File: config.mk
export PLATFORM = sky130hd
export DESIGN_NAME = vec_pair_join
export DESIGN_NICKNAME = d
export VERILOG_FILES = /design/src/rtl/vec_pair_join.sv
export SDC_FILE = /design/constraint.sdc
export NUM_CORES = 1
export LEC_CHECK = 0
export ABC_AREA = 1
export CAP_MARGIN = 20
export CORE_ASPECT_RATIO = 1.4
export CORE_MARGIN = 2
export CORE_UTILIZATION = 55
export CTS_BUF_LIST = sky130_fd_sc_hd__clkbuf_8
export CTS_CLUSTER_DIAMETER = 60
export DETAILED_ROUTE_END_ITERATION = 6
export PLACE_DENSITY = 0.8
export SKIP_CTS_REPAIR_TIMING = 1
export SYNTH_ARGS = -nofsm -noshare
export SYNTH_HDL_FRONTEND = slang
export SYNTH_SLANG_ARGS = --single-unit
File: constraint.sdc
create_clock -name clock -period 10.96 [get_ports clock]
set_input_delay 1.096 -clock clock [delete_from_list [all_inputs] [get_ports clock]]
set_output_delay 1.096 -clock clock [all_outputs]
set_load 0.02 [all_outputs]
File: src/rtl/vec_pair_join.sv
// Joins one 3-vector from each of two upstream FWFT FIFOs into a paired FWFT buffer
// feeding the vector subtract stage; A/B are always popped together.
module vec_pair_join #(
    parameter int DATA_WIDTH = 32,
    parameter int ARRAY_SIZE = 3,
    parameter int DEPTH      = 4
) (
    input  logic                             clock,
    input  logic                             reset,
    input  logic                             flush,
    input  logic [DATA_WIDTH*ARRAY_SIZE-1:0] a_dout,
    input  logic                             a_empty,
    output logic                             a_rd_en,
    input  logic [DATA_WIDTH*ARRAY_SIZE-1:0] b_dout,
    input  logic                             b_empty,
    output logic                             b_rd_en,
    output logic [DATA_WIDTH*ARRAY_SIZE-1:0] out_x,
    output logic [DATA_WIDTH*ARRAY_SIZE-1:0] out_y,
    output logic                             out_empty,
    input  logic                             out_rd_en,
    output logic                             out_full,
    output logic [$clog2(DEPTH):0]           level,
    output logic [31:0]                      pair_count
);

    localparam int AW = $clog2(DEPTH);
    localparam int VW = DATA_WIDTH * ARRAY_SIZE;

    logic [VW-1:0] mem_x_q [DEPTH];
    logic [VW-1:0] mem_y_q [DEPTH];

    logic [AW-1:0] wr_ptr_q, wr_ptr_d;
    logic [AW-1:0] rd_ptr_q, rd_ptr_d;
    logic [AW:0]   level_q, level_d;
    logic [31:0]   pair_count_q, pair_count_d;

    logic empty_w, full_w, join_w, pop_w;

    assign empty_w = (level_q == '0);
    assign full_w  = (level_q == (AW+1)'(DEPTH));

    // A full buffer still accepts a pair when the head is popped in the same cycle.
    assign join_w = !reset && !a_empty && !b_empty && (!full_w || out_rd_en) && !flush;
    assign pop_w  = out_rd_en && !empty_w && !flush;

    assign a_rd_en = join_w;
    assign b_rd_en = join_w;

    always_comb begin
        wr_ptr_d     = wr_ptr_q;
        rd_ptr_d     = rd_ptr_q;
        level_d      = level_q;
        pair_count_d = pair_count_q;
        if (flush) begin
            wr_ptr_d = '0;
            rd_ptr_d = '0;
            level_d  = '0;
        end else begin
            if (join_w) wr_ptr_d = wr_ptr_q + AW'(1);
            if (pop_w) begin
                rd_ptr_d     = rd_ptr_q + AW'(1);
                pair_count_d = pair_count_q + 32'd1;
            end
            case ({join_w, pop_w})
                2'b10:   level_d = level_q + (AW+1)'(1);
                2'b01:   level_d = level_q - (AW+1)'(1);
                default: level_d = level_q;
            endcase
        end
    end

    always_ff @(posedge clock or posedge reset) begin
        if (reset) begin
            wr_ptr_q     <= '0;
            rd_ptr_q     <= '0;
            level_q      <= '0;
            pair_count_q <= '0;
        end else begin
            wr_ptr_q     <= wr_ptr_d;
            rd_ptr_q     <= rd_ptr_d;
            level_q      <= level_d;
            pair_count_q <= pair_count_d;
        end
    end

    // Storage is not reset; empty masking keeps stale entries invisible.
    always_ff @(posedge clock) begin
        if (join_w) begin
            mem_x_q[wr_ptr_q] <= a_dout;
            mem_y_q[wr_ptr_q] <= b_dout;
        end
    end

    assign out_x      = empty_w ? '0 : mem_x_q[rd_ptr_q];
    assign out_y      = empty_w ? '0 : mem_y_q[rd_ptr_q];
    assign out_empty  = empty_w;
    assign out_full   = full_w;
    assign level      = level_q;
    assign pair_count = pair_count_q;

endmodule

-- Word level (Yosys, flattened, before mapping)
Memory sizes are Yosys's and may differ from the RTL's.
Index checks and enable logic that the tools add are counted.
- bits in registers: 39
- memory bits (writable): 768
- memories: 2
- memory list (memory ; words ; width ; rd ports ; clocked after memory_dff ; wr ports ; RTL line ; text):
    mem_x_q ; 4 ; 96 ; 1 ; 0 ; 1 ; 29 ; logic [VW-1:0] mem_x_q [DEPTH];
    mem_y_q ; 4 ; 96 ; 1 ; 0 ; 1 ; 30 ; logic [VW-1:0] mem_y_q [DEPTH];
- $add $sub $neg: 5
- equal/unequal tests: 3
- mux-type cells: 10
- bitwise gates (word level): 1
- reductions and logical operators: 18
- operator list (operator ; number):
    $mux W96 ; 2
    $add A32 B1 Y32 const B ; 1
    $mux W2 ; 4
    $logic_and A1 B1 Y1 ; 6
    $logic_not A1 Y1 ; 6
    $pmux W3 S2 ; 1
    $add A2 B1 Y2 const B ; 2
    $reduce_bool A2 Y1 ; 2
    $add A3 B1 Y3 const B ; 1
    $eq A3 B3 Y1 const B ; 1
    $logic_not A3 Y1 ; 1
    $mux W3 ; 1
    $reduce_bool A3 Y1 ; 1
    $sub A3 B1 Y3 const B ; 1
    $eq A2 B1 Y1 const B ; 1
    $eq A2 B2 Y1 const B ; 1
    $mux W1 ; 2
    $reduce_and A2 Y1 ; 1
    $logic_or A1 B1 Y1 ; 1
    $not A1 Y1 ; 1

-- Depth between registers and ports, before layout
Gate-level depths: netlist (run 1).
- word-level depth: 8
- gate-level depth with buffers: 13
- depth with buffers taken out: 13

-- Worst setup path before layout (run 1)
OpenSTA, ideal clock, no wires.
- path kind: in2reg
- from: input port a_empty
- to: memory mem_x_q[0][0] (netlist bit), enable pin
- library setup time: 0.748 ns
- data arrival time: 9.543 ns
- data required time: 10.212 ns
- setup slack: 0.669 ns
- cell stages on the path: 3
- path buffers: 0
- cells stage by stage: nor3_1 > nand3_1 > nor2_1
- cells in the longest elaborated chain, start to end: 7
- RTL lines (what ; RTL line ; text):
    start: declaration ; 12 ; input logic a_empty,
    $logic_not A1 Y1 ; 43 ; assign join_w = !reset && !a_empty && !b_empty && (!full_w || out_rd_en) && !flush;
    $logic_and A1 B1 Y1 (4 in a row) ; 43 ;
    $mux W1 ; 88 ; if (join_w) begin
    $mux W1 (implied by the code) ; 89 ; mem_x_q[wr_ptr_q] <= a_dout;
    end: declaration ; 29 ;
Every way passes these cells.

-- Worst setup path in the final report (run 1)
- from: register rd_ptr_q[0]
- to: output port out_x[13]
- cells in the longest elaborated chain, start to end: 2
- RTL lines (what ; RTL line ; text):
    start: declaration ; 33 ; logic [AW-1:0] rd_ptr_q, rd_ptr_d;
    start signal: assignment ; 80 ; rd_ptr_q <= rd_ptr_d;
    $mem_v2 Z4 W96 ; n/a ;
    $mux W96 ; 94 ; assign out_x = empty_w ? '0 : mem_x_q[rd_ptr_q];
    end: declaration ; 17 ; output logic [DATA_WIDTH*ARRAY_SIZE-1:0] out_x,
Every way passes these cells.

==> flow_summary_export.csv, run 1 <==
group,metric,value,unit
routing,wirelength,79100,µm
job,maxCapViolCount,0,
critical_path,cpPeakStageDelay,850,ps
routing,dr.pass1.iters,5,
clocking,cts_buffers,111,
global_routing,grt_max_degree,224,
timing,hold_viol_final,0,
routing,drtIter0Drc,1672,
global_routing,grtUsageTotal,0.259,
floorplanning,die_h,290,µm
logic_synthesis,synth_seq_area_share,0.746,
critical_path,path_cells,"inv_8 > buf_4 > o21ai_0 > a21oi_1 > clkdlybuf4s50_1",
logic_synthesis,yosysMostFrequentCell,"nor2_1",
routing,wl_per_cell,20.3,µm
floorplanning,start_util,0.552,
timing,finalSetupTns,0,ps
timing,finalClockSkew,27.2,ps
clocking,cts-root-buf,"clkbuf_8",
critical_path,crit_path_end_kind,"primary output",
logic_synthesis,syn_area_per_cell,12.3,µm²
routing,vias,21900,
critical_path,cp_max_fo,181,
global_routing,grt_pass1_wl,122000,µm
timing,rsz0062_at_grt,"no",
floorplanning,fp.coreArea,58300,µm²
clocking,clkSinkCount,807,
timing,fmax,177,MHz
logic_synthesis,synth_nets,2830,
timing,worst_pin_slew,1480,ps
place,place_area,36900,µm²
floorplanning,io_pins,429,
logic_synthesis,yosys-top-cells-count,"nor2_1 (816), edfxtp_1 (768), o21ai_0 (363)",
logic_synthesis,synth-seq-cells,807,
clocking,cts_tree,"built",
timing,maxSlewViolCount,0,
critical_path,crit_type,"flop to primary output",
place,place_hpwl,44800,µm
global_routing,grt_pass1_vias,22500,
logic_synthesis,synth_top_area_cell,"edfxtp_1",
power,p_leak,13.3,nW
critical_path,cp-start-kind,"flop",
routing,antenna_left,0,
run_status,status,"complete, no violations",
logic_synthesis,async_reset_ff_frac,0.0483,
layout,area_growth,20.8,%
clocking,cts_max_path_buffers,3,
clocking,clk_pin_slew,70,ps
floorplanning,die_area,60600,µm²
global_routing,antenna_found_initial,24,
place,post-place-ws,6080,ps
floorplanning,num_rows,105,
critical_path,arrival,4550,ps
logic_synthesis,postSynthCellCount,2626,
logic_synthesis,ys.flop_type,"edfxtp_1",
power,cellPowerDensity,214,nW/µm²
critical_path,cp_slowest_cell,"buf_4",
place,port_buffers,428,
timing,finalSetupViolCount,0,
timing,min_period_over_period,0.516,
clocking,h-tree-depth,3,
logic_synthesis,syn-cell-area,32200,µm²
logic_synthesis,synth_top_area_share,0.716,
layout,design_area,38900,µm²
timing,slew-limit-headroom,0.0110,
timing,fin_ws,5310,ps
logic_synthesis,ys_warn_count,0,
floorplanning,die_w,209,µm
layout,final.fill_count,4094,
critical_path,rrSetupSlack,7380,ps
logic_synthesis,synth.distinct_cells,33,
timing,period_needed,5650,ps
clocking,clk_latency,710,ps
logic_synthesis,synth_edf_count,768,
routing,drc,0,
logic_synthesis,synth.top_cells.by_area,"edfxtp_1 (72%), nor2_1 (9.5%), o21ai_0 (5.6%)",
place,gp_congestion,0.927,
layout,fin_nets,3241,
worst_hold_path,hold_class,"flop to flop",
routing,viasPerCell,5.63,
layout,drive_above_1_share,0.0604,
critical_path,required,9860,ps
global_routing,grt_overflow,0,
power,ir_drop,0.000244,V
sequential cells by signal, summed over array words and instances, names as in the netlist:
| signal | count |
|---|---|
| mem_y_q | 384 |
| wr_ptr_q | 2 |
| rd_ptr_q | 2 |
| pair_count | 32 |
| mem_x_q | 384 |
| level | 3 |
metal layers:
| layer | vias to the layer above | part of all wire | GRT usage |
|---|---|---|---|
| li1 | 10100 | - | - |
| met1 | 10700 | 0.37 | 0.298 |
| met2 | 925 | 0.50 | 0.441 |
| met3 | 214 | 0.074 | 0.0589 |
| met4 | 10 | 0.051 | 0.159 |
| met5 | - | 0.00085 | 0 |
final cells by class:
class,instances,area (µm²),share of cell area
Clock buffer,111,1530,0.0392
Antenna cell,20,50.0,0.00129
Sequential cell,807,24000,0.618
Tap cell,749,937,0.0241
Inverter,31,134,0.00344
Timing Repair Buffer,450,4510,0.116
Multi-Input combinational cell,1636,7260,0.186
Clock inverter,93,467,0.0120
critical path: cells and delay by family, from the launching register on:
kind | cells | cell delay, ps
DFF | 1 | 780
AOI/OAI and AO/OA | 2 | 590
buffers and inverters | 3 | 2240
metrics by stage:
| stage | utilization | instances | power [W] | hold slack (ps) |
|---|---|---|---|---|
| 2_1_floorplan | - | 2626 | 0.00506 | 579 |
| 3_3_place_gp | 0.632 | 3672 | 0.00623 | 513 |
| 3_5_place_dp | 0.632 | 3672 | 0.00628 | 505 |
| 4_1_cts | 0.666 | 3876 | 0.00837 | 521 |
| 5_1_grt | 0.667 | 3896 | 0.00866 | 540 |
| 6_report | 0.667 | 3897 | 0.00832 | 516 |
power breakdown:
group          switching, W  leakage (nW)  internal [W]
Combinational       0.00172          4.67       0.00103
Clock               0.00109          1.18      0.000998
Sequential        0.0000662          7.45       0.00341
Total               0.00287          13.3       0.00545
final timing paths:
| path | end | from | cells past startpoint |
|---|---|---|---|
| max reg2reg | mem_y_q[2][18] | level[0] | 6 |
| min in group asynchronous | pair_count[19] | reset | 3 |
| max | out_x[13] | rd_ptr_q[0] | 5 |
| max in group asynchronous | rd_ptr_q[0] | reset | 3 |
| min reg2reg | pair_count[5] | pair_count[5] | 1 |
| min | pair_count[5] | pair_count[5] | 1 |
layout by cell type (no fill, tap or decap), types with 8 or more instances in the layout:
| cell type | Yosys | layout |
|---|---|---|
| nor2_1 | 816 | 812 |
| edfxtp_1 | 768 | 768 |
| clkdlybuf4s50_1 | 0 | 428 |
| o21ai_0 | 363 | 363 |
| a21oi_1 | 194 | 194 |
| nand2_1 | 160 | 160 |
| clkbuf_8 | 0 | 111 |
| inv_1 | 25 | 70 |
| dfrtp_1 | 39 | 37 |
| clkinv_1 | 0 | 30 |
| o21ai_1 | 24 | 24 |
| diode_2 | 0 | 20 |
| buf_4 | 19 | 18 |
| nand3b_1 | 13 | 13 |
| nand3_1 | 12 | 12 |
| xor2_1 | 11 | 11 |
| nor2_2 | 10 | 10 |
| clkinv_2 | 0 | 8 |
cell families (layout without fill, tap and decap cells):
logic type	Yosys count	after routing	synth area share
DFF	807	807	0.746
adders and majority gates	6	6	0.00256
buffers and inverters	183	685	0.0297
other	0	20	0
and+or+nand+nor	1034	1034	0.127
AOI/OAI and AO/OA	581	581	0.0902
xor gates and xnor gates	15	15	0.00408
Note: power is estimated with default switching activity, not from simulation.
==> run 2: changes to the inputs <==
CORE_UTILIZATION = 52   (was 55)
PLACE_DENSITY = 0.79   (was 0.8)
clock period = 5.1 ns   (was 10.96 ns; I/O delays follow)
==> run 2 against run 1 <==
Clock-buffer cell count grew 5; core utilization down 2.6 points; critical path depth did not move; global-route usage shrank 1.3 points; worst hold slack worse by 230 ps; worst setup slack worse by 4200 ps; total power increased by 120%; flip-flop and latch count unchanged; die area is 5.7% higher; critical path type unchanged; critical endpoint is now out_y[17]; highest routed layer unchanged.
==> flow_summary_export.csv, run 2 (synthesis gave the netlist of run 1 again) <==
group,metric,value,unit
run_status,status,"complete, no violations",
global_routing,grt_overflow,0,
floorplanning,io_pins,429,
timing,finalSetupTns,0,ps
routing,wl_per_cell,20.0,µm
layout,final.fill_count,4408,
routing,antenna_left,0,
critical_path,cp-start-kind,"flop",
place,gp_congestion,0.899,
timing,slew-limit-headroom,0.175,
timing,min_period_over_period,0.786,
timing,finalSetupViolCount,0,
routing,drc,0,
routing,viasPerCell,5.46,
clocking,clkSinkCount,807,
floorplanning,die_w,214,µm
global_routing,grt_pass1_wl,122000,µm
timing,hold_viol_final,0,
critical_path,cp_slowest_cell,"clkdlybuf4s50_1",
timing,period_needed,4010,ps
layout,drive_above_1_share,0.0723,
worst_hold_path,hold_class,"input pin to asynchronous set/reset pin",
critical_path,reg2reg_depth,5,
routing,vias,21800,
routing,dr.pass1.iters,6,
floorplanning,die_area,64000,µm²
power,p_total,0.0184,W
critical_path,rrSetupSlack,2300,ps
global_routing,grt_max_degree,219,
clocking,h-tree-depth,3,
timing,maxSlewViolCount,0,
job,maxCapViolCount,0,
power,ir_drop,0.000374,V
place,port_buffers,428,
floorplanning,fp.coreArea,61600,µm²
layout,layout_common_cells,"nor2_1 (812), edfxtp_1 (768), clkdlybuf4s50_1 (428)",
critical_path,r2r_end,"mem_y_q[3][3]",
clocking,cts_tree,"built",
layout,area_growth,22.7,%
power,p_leak,13.5,nW
critical_path,path_cells,"inv_8 > buf_4 > o21ai_0 > a21oi_1 > clkdlybuf4s50_1",
floorplanning,die_h,299,µm
clocking,cts-root-buf,"clkbuf_8",
critical_path,cp_max_fo,140,
timing,finalClockSkew,42.9,ps
clocking,cts_buffers,115,
floorplanning,num_rows,108,
routing,drtIter0Drc,2117,
layout,layout.cells.most_common,"nor2_1",
critical_path,required,4590,ps
global_routing,antenna_found_initial,9,
place,placed_cells,3770,
place,place_hpwl,48600,µm
timing,rsz0062_at_grt,"no",
critical_path,crit_path_end_kind,"primary output",
clocking,cts_max_path_buffers,3,
global_routing,grt_pass1_vias,22300,
critical_path,crit_type,"flop to primary output",
clocking,clk_pin_slew,60,ps
timing,fmax,250,MHz
floorplanning,start_util,0.523,
layout,fin_nets,3266,
power,cellPowerDensity,465,nW/µm²
critical_path,reg2reg_from,"level[0]",
critical_path,arrival,3500,ps
layout,final_cells,3984,
critical_path,cpPeakStageDelay,640,ps
timing,worst_pin_slew,1240,ps
global_routing,grtUsageTotal,0.246,
routing,wirelength,79700,µm
critical_path,startpoint,"rd_ptr_q[0]",
clocking,clk_latency,740,ps
run 2: per-stage QoR:
| stage | hold WS, ps | utilization | worst slack (ps) | area (µm²) |
|---|---|---|---|---|
| global placement | 518 | 0.605 | 1520 | 37300 |
| detailed placement | 520 | 0.605 | 1580 | 37300 |
| finish | 284 | 0.642 | 1090 | 39500 |
| global route | 327 | 0.642 | 897 | 39500 |
| CTS | 251 | 0.642 | 1070 | 39500 |
| floorplan | 579 | - | -1410 | 32200 |
run 2: final cells by class:
cell class | instances | area [µm²] | area share
clock buffer | 116 | 1600 | 0.0404
timing repair buffer | 471 | 4830 | 0.122
inverter | 31 | 134 | 0.00339
antenna | 6 | 15.0 | 0.000380
tap | 825 | 1030 | 0.0261
clock inverter | 92 | 634 | 0.0160
sequential | 807 | 24000 | 0.608
multi-input combinational | 1636 | 7260 | 0.184
run 2: metal layers:
metal,share of wire,track usage,vias up
met5,0.00023,0,-
met4,0.045,0.137,2
met3,0.078,0.0555,181
met2,0.52,0.430,956
met1,0.36,0.280,10500
li1,-,-,10100
run 2: worst max-delay path, delay by kind of cell, from the launching register on:
| family | cells | cell delay [ps] |
|---|---|---|
| buffers and inverters | 3 | 1600 |
| DFF | 1 | 530 |
| AOI/OAI and AO/OA | 2 | 480 |
run 2: report_power, final:
group / total, W / leakage, nW / switching, W / internal, W
Clock: 0.00493 / 1.26 / 0.00239 / 0.00254
Sequential: 0.00741 / 7.45 / 0.0000665 / 0.00734
Combinational: 0.00606 / 4.82 / 0.00379 / 0.00227
Total: 0.0184 / 13.5 / 0.00624 / 0.0121
run 2: worst max path at each step:
stage / depth (start not counted) / slack (ps) / to
detailed placement: 6 / 1580 / mem_y_q[3][29]
global route: 5 / 900 / out_y[17]
CTS: 5 / 1070 / out_y[17]
floorplan: 3 / -1410 / mem_x_q[0][0]
finish: 5 / 1090 / out_y[17]
global placement: 5 / 1520 / mem_y_q[3][29]
